[src/rtl/bus_transfer_sequencer_if.sv]
// Command and strobe bundle for bus_transfer_sequencer.
// master: command issuer (drives inStart/inXchg/inSrc/inDst, observes strobes and status)
// slave : the sequencer (receives the command, drives outEnableOut/outLoad/outBusy/outDone/outError)
interface bus_transfer_sequencer_if #(
    parameter int unsigned NUM_REGS = 8,
    parameter int unsigned SEL_W    = 3
);
    logic                inStart;
    logic                inXchg;
    logic [SEL_W-1:0]    inSrc;
    logic [SEL_W-1:0]    inDst;
    logic [NUM_REGS-1:0] outEnableOut;
    logic [NUM_REGS-1:0] outLoad;
    logic                outBusy;
    logic                outDone;
    logic                outError;

    modport master (
        output inStart, inXchg, inSrc, inDst,
        input  outEnableOut, outLoad, outBusy, outDone, outError
    );

    modport slave (
        input  inStart, inXchg, inSrc, inDst,
        output outEnableOut, outLoad, outBusy, outDone, outError
    );
endinterface

[src/rtl/bus_transfer_sequencer.sv]
// Sequences register-to-register copies (MOV) and swaps through a scratch register (XCHG)
// over the shared W bus. Each transfer is a DRIVE cycle (source enabled, bus settles) followed
// by a LATCH cycle (source enabled, destination load strobe high).
// Ports:
//   inCLK      clock, rising edge
//   inReset_n  synchronous active-low reset
//   bus        slave side of bus_transfer_sequencer_if: command in, enable/load strobes and
//              busy/done/error status out. All outputs are flops.
module bus_transfer_sequencer #(
    parameter int unsigned NUM_REGS = 8,
    parameter int unsigned SEL_W    = 3,
    parameter int unsigned TMP_IDX  = 7
) (
    input  logic                    inCLK,
    input  logic                    inReset_n,
    bus_transfer_sequencer_if.slave bus
);

    localparam int unsigned STEP_W = 2;

    localparam logic [1:0] IDLE  = 2'd0;
    localparam logic [1:0] DRIVE = 2'd1;
    localparam logic [1:0] LATCH = 2'd2;
    localparam logic [1:0] DONE  = 2'd3;

    localparam logic [STEP_W-1:0] LAST_XCHG_STEP = STEP_W'(2);
    localparam logic [SEL_W-1:0]  TMP_SEL        = SEL_W'(TMP_IDX);

    logic [1:0]          state;
    logic [1:0]          stateNext;
    logic [STEP_W-1:0]   step;
    logic [STEP_W-1:0]   stepNext;
    logic                cmdXchg;
    logic                xchgNext;
    logic [SEL_W-1:0]    cmdSrc;
    logic [SEL_W-1:0]    srcNext;
    logic [SEL_W-1:0]    cmdDst;
    logic [SEL_W-1:0]    dstNext;
    logic                illegal;
    logic [SEL_W-1:0]    fromSel;
    logic [SEL_W-1:0]    toSel;
    logic [NUM_REGS-1:0] enableNext;
    logic [NUM_REGS-1:0] loadNext;
    logic                busyNext;
    logic                doneNext;
    logic                errorNext;

    // Next state plus the strobe pattern of that next state; outputs are then registered so
    // nothing combinational reaches the register file.
    always_comb begin
        stateNext  = state;
        stepNext   = step;
        xchgNext   = cmdXchg;
        srcNext    = cmdSrc;
        dstNext    = cmdDst;
        errorNext  = 1'b0;
        fromSel    = '0;
        toSel      = '0;
        enableNext = '0;
        loadNext   = '0;
        busyNext   = 1'b0;
        doneNext   = 1'b0;

        illegal = (bus.inSrc == bus.inDst)
               || (32'(bus.inSrc) >= NUM_REGS)
               || (32'(bus.inDst) >= NUM_REGS)
               || (bus.inXchg && ((bus.inSrc == TMP_SEL) || (bus.inDst == TMP_SEL)));

        case (state)
            IDLE, DONE: begin
                if (bus.inStart) begin
                    xchgNext = bus.inXchg;
                    srcNext  = bus.inSrc;
                    dstNext  = bus.inDst;
                    stepNext = '0;
                    if (illegal) begin
                        stateNext = DONE;
                        errorNext = 1'b1;
                    end else begin
                        stateNext = DRIVE;
                    end
                end else begin
                    stateNext = IDLE;
                end
            end
            DRIVE: begin
                stateNext = LATCH;
            end
            LATCH: begin
                if (cmdXchg && (step != LAST_XCHG_STEP)) begin
                    stateNext = DRIVE;
                    stepNext  = step + STEP_W'(1);
                end else begin
                    stateNext = DONE;
                end
            end
            default: begin
                stateNext = IDLE;
            end
        endcase

        // Transfer endpoints for the upcoming step; XCHG rotates through the scratch register.
        if (xchgNext) begin
            case (stepNext)
                STEP_W'(0): begin
                    fromSel = srcNext;
                    toSel   = TMP_SEL;
                end
                STEP_W'(1): begin
                    fromSel = dstNext;
                    toSel   = srcNext;
                end
                default: begin
                    fromSel = TMP_SEL;
                    toSel   = dstNext;
                end
            endcase
        end else begin
            fromSel = srcNext;
            toSel   = dstNext;
        end

        busyNext = (stateNext == DRIVE) || (stateNext == LATCH);
        doneNext = (stateNext == DONE);
        if (busyNext) begin
            enableNext = NUM_REGS'(1) << fromSel;
        end
        if (stateNext == LATCH) begin
            loadNext = NUM_REGS'(1) << toSel;
        end
    end

    // State, latched command and registered outputs.
    always_ff @(posedge inCLK) begin
        if (!inReset_n) begin
            state            <= IDLE;
            step             <= '0;
            cmdXchg          <= 1'b0;
            cmdSrc           <= '0;
            cmdDst           <= '0;
            bus.outEnableOut <= '0;
            bus.outLoad      <= '0;
            bus.outBusy      <= 1'b0;
            bus.outDone      <= 1'b0;
            bus.outError     <= 1'b0;
        end else begin
            state            <= stateNext;
            step             <= stepNext;
            cmdXchg          <= xchgNext;
            cmdSrc           <= srcNext;
            cmdDst           <= dstNext;
            bus.outEnableOut <= enableNext;
            bus.outLoad      <= loadNext;
            bus.outBusy      <= busyNext;
            bus.outDone      <= doneNext;
            bus.outError     <= errorNext;
        end
    end

endmodule

[src/flat_wrapper.sv]
// flat-port wrapper written by rule: the top's interface ports become plain ports
module bus_transfer_sequencer_flat 
#(
    parameter int unsigned NUM_REGS = 8,
    parameter int unsigned SEL_W    = 3,
    parameter int unsigned TMP_IDX  = 7
)
  (inCLK, inReset_n, bus_inStart, bus_inXchg, bus_inSrc, bus_inDst, bus_outEnableOut, bus_outLoad, bus_outBusy, bus_outDone, bus_outError);
  bus_transfer_sequencer_if #(.NUM_REGS(NUM_REGS), .SEL_W(SEL_W)) bus_i ();
  input  logic inCLK;
  input  logic inReset_n;
  input wire logic [$bits(bus_i.inStart)-1:0] bus_inStart;
  input wire logic [$bits(bus_i.inXchg)-1:0] bus_inXchg;
  input wire logic [$bits(bus_i.inSrc)-1:0] bus_inSrc;
  input wire logic [$bits(bus_i.inDst)-1:0] bus_inDst;
  output wire logic [$bits(bus_i.outEnableOut)-1:0] bus_outEnableOut;
  output wire logic [$bits(bus_i.outLoad)-1:0] bus_outLoad;
  output wire logic [$bits(bus_i.outBusy)-1:0] bus_outBusy;
  output wire logic [$bits(bus_i.outDone)-1:0] bus_outDone;
  output wire logic [$bits(bus_i.outError)-1:0] bus_outError;
  assign bus_i.inStart = bus_inStart;
  assign bus_i.inXchg = bus_inXchg;
  assign bus_i.inSrc = bus_inSrc;
  assign bus_i.inDst = bus_inDst;
  assign bus_outEnableOut = bus_i.outEnableOut;
  assign bus_outLoad = bus_i.outLoad;
  assign bus_outBusy = bus_i.outBusy;
  assign bus_outDone = bus_i.outDone;
  assign bus_outError = bus_i.outError;
  bus_transfer_sequencer #(.NUM_REGS(NUM_REGS), .SEL_W(SEL_W), .TMP_IDX(TMP_IDX)) u_core (.inCLK(inCLK), .inReset_n(inReset_n), .bus(bus_i));
endmodule
[config.mk]
export PLATFORM = sky130hd
export DESIGN_NAME = bus_transfer_sequencer_flat
export DESIGN_NICKNAME = d
export VERILOG_FILES = /design/src/rtl/bus_transfer_sequencer_if.sv /design/src/rtl/bus_transfer_sequencer.sv /design/src/flat_wrapper.sv
export SDC_FILE = /design/constraint.sdc
export NUM_CORES = 1
export LEC_CHECK = 0
export ABC_CLOCK_PERIOD_IN_PS = 2900
export CAP_MARGIN = 20
export CORE_MARGIN = 2
export CORE_UTILIZATION = 34
export CTS_CLUSTER_SIZE = 14
export DETAILED_ROUTE_END_ITERATION = 10
export PLACE_DENSITY = 0.57
export SYNTH_ARGS = -nofsm -noshare
export SYNTH_HDL_FRONTEND = slang
export SYNTH_SLANG_ARGS = --single-unit
[constraint.sdc]
create_clock -name inCLK -period 2.9 [get_ports inCLK]
set_input_delay 0.725 -clock inCLK [delete_from_list [all_inputs] [get_ports inCLK]]
set_output_delay 0.725 -clock inCLK [all_outputs]
set_load 0.02 [all_outputs]
==> flow_metrics.env <==
export IMPL_fmax_mhz=387
export IMPL_io_buffers=28
export IMPL_cts_path_max_buffers=2
export IMPL_finalHoldViolCount=0
export IMPL_wirelength_mm=2.81
export IMPL_synth_top_family_by_area="simple AND/OR/NAND/NOR gates"
export IMPL_yosys_warnings=0
export IMPL_core_area_um2=3630
export IMPL_ios=29
export IMPL_async_reset_ff_frac=0
export IMPL_fp_row_count=22
export IMPL_r2r_setup_slack_ns=0.56
export IMPL_grt_overflow_total=0
export IMPL_syn_num_nets=136
export IMPL_powerDensity_nw_per_um2=567
export IMPL_fp_dieW_um=65.4
export IMPL_dr_first_iter_drc_count=30
export IMPL_synth_seq_cells=30
export IMPL_synth_ff_type="dfxtp_1"
export IMPL_final_common_cell="dfxtp_1"
export IMPL_cp_start_kind="input port"
export IMPL_synth_distinct_cells=35
export IMPL_syn_area_um2=1280
export IMPL_synth_compound_area_share=0.157
export IMPL_setup_viol=0
export IMPL_ctsResizeCount=0
export IMPL_post_cts_buffers=0
export IMPL_cp_data_required_time_ns=3.09
export IMPL_critPathMaxFanout=4
export IMPL_cap_violations=0
export IMPL_drt_vias_per_instance=4.95
export IMPL_clkSinkCount=30
export IMPL_cts_root_buf="clkbuf_8"
export IMPL_seq_area_frac_synth=0.468
export IMPL_multi_input_area_um2=657
export IMPL_vias=1024
export IMPL_synthAdderAreaFrac=0.0487
export IMPL_dp_hpwl_mm=2.19
export IMPL_hold_buffers=0
export IMPL_clk_latency_ns=0.28
export IMPL_whs_ns=0.596
export IMPL_synth_edff_count=0
export IMPL_grt_usage=0.149
export IMPL_netlist_instances=121
export IMPL_syn_to_final_growth_pct=35.4
export IMPL_slew_viol_final=0
export IMPL_crit_arrival_ns=2.78
export IMPL_synth_area_mux_share=0.0634
export IMPL_htree_levels=2
export IMPL_fin_setup_tns_ns=0
export IMPL_cts_made_buffers=5
export IMPL_cts_tree="done"
export IMPL_wl_per_cell_um=13.6
export IMPL_mostFrequentLayoutCells="dfxtp_1 (30), clkdlybuf4s50_1 (28), nor3_1 (16)"
export IMPL_nNetsFinal=173
export IMPL_synth_xor_area_frac=0.0205
export IMPL_diodes=0
export IMPL_period_share=0.892
export IMPL_syn_avg_cell_area_um2=10.6
export IMPL_seq_area_um2=601
export IMPL_die_y_um=65.4
export IMPL_worstMarginPinSlew_ns=0.467
export IMPL_hold_class="flip-flop to flip-flop"
export IMPL_dieArea_um2=4280
export IMPL_ant_nets=0
export IMPL_p_leak_nw=0.653
export IMPL_synth_simple_area_share=0.222
export IMPL_fin_skew_ns=0.00307
export IMPL_ir_worst_vdd_mv=0.280
export IMPL_status="finished clean"
export IMPL_grt_first_pass_wirelength_mm=4.64
export IMPL_start_util=0.353
export IMPL_max_slew_margin=0.679
export IMPL_first_pass_iters=5
export IMPL_finalCriticalPeriod_ns=2.59
export IMPL_antenna_found_initial=0
export IMPL_grt_max_degree=11
export IMPL_grt_pass1_vias=991
export IMPL_route_detailed_drc=0
export IMPL_final_fill_count=352
export IMPL_finalWeightedCongestion=0.836
export IMPL_cp_end_kind="flip-flop"
export IMPL_cts_clk_slew_worst_paths_ns=0.07
export IMPL_final_layout_size_suffix_gt1_frac=0.170
export IMPL_rsz0062_at_grt="false"
export IMPL_crit_type="input port to flip-flop"
export IMPL_power_uw=985
[state kept, by name, indices dropped and copies added, names as in the netlist]
signal and cells:
u_core.bus.outBusy 1, u_core.bus.outDone 1, u_core.bus.outEnableOut 8, u_core.bus.outError 1
u_core.bus.outLoad 8, u_core.cmdDst 3, u_core.cmdSrc 3, u_core.cmdXchg 1
u_core.state 2, u_core.step 2
[per-stage QoR]
step,util,std cells,instance area [µm²],setup WS [ns]
floorplan,-,121,1280,0.784
global placement,0.452,199,1640,0.133
detailed placement,0.452,199,1640,0.0456
CTS,0.478,207,1740,0.330
global route,0.478,207,1740,0.200
finish,0.478,207,1740,0.313
[synth_stat cells, types with 2 or more instances]
cell type	count	area share
and2_1	7	0.034
ha_1	5	0.049
o22ai_1	2	0.0097
a22o_2	4	0.031
dfxtp_1	30	0.47
a22oi_1	4	0.023
xnor2_1	3	0.020
o21ai_0	2	0.0078
nor3_1	16	0.062
inv_1	5	0.015
a21oi_1	2	0.0078
nand3_1	2	0.0078
nand2_1	3	0.0088
mux2i_1	7	0.055
a21boi_0	2	0.012
nor2b_1	7	0.034
nor2_1	2	0.0059
[kinds of logic (layout without fill, tap and decap cells)]
logic type	Yosys count	after routing
AOI/OAI and AO/OA	23	23
xor gates and xnor gates	3	3
adders and majority gates	5	5
buffers and inverters	7	45
DFF	30	30
muxes	8	8
and+or+nand+nor	45	45
[worst paths after layout]
path / end / cells after the start / start
hold reg to reg: u_core.cmdDst[2] / 2 / u_core.cmdDst[2]
setup reg to reg: u_core.bus.outEnableOut[7] / 8 / u_core.state[0]
hold / removal: u_core.cmdDst[2] / 2 / u_core.cmdDst[2]
setup / recovery: u_core.bus.outEnableOut[7] / 8 / bus_inSrc[2]
[where the power goes]
part           total [mW]  switching, mW  leakage (nW)  internal (mW)
Combinational       0.196          0.108         0.362         0.0882
Sequential          0.439        0.00720         0.244          0.432
Clock               0.349          0.159        0.0472          0.190
Total               0.985          0.274         0.653          0.710
[cell type report]
type / count / area share
clock buffer: 6 / 0.0475
clock inverter: 2 / 0.00720
inverter: 6 / 0.0130
multi-input combinational: 84 / 0.378
sequential: 30 / 0.346
tap: 48 / 0.0346
timing repair buffer: 31 / 0.174
[metal layers]
metal / GRT usage / share of wire / vias to the layer above
met3: 0.0411 / 0.031 / 6
met4: 0.0781 / 0.022 / 0
met5: 0 / 0 / -
li1: - / - / 516
met1: 0.177 / 0.46 / 470
met2: 0.244 / 0.49 / 32
[critical path: stages]
cell	delay, ns
clkdlybuf4s50_1	0.49
xnor2_1	0.17
a32oi_1	0.25
o22ai_1	0.13
ha_1	0.29
and2_1	0.15
or3b_4	0.40
nor3_1	0.17
(Power assumes the default switching activity.)
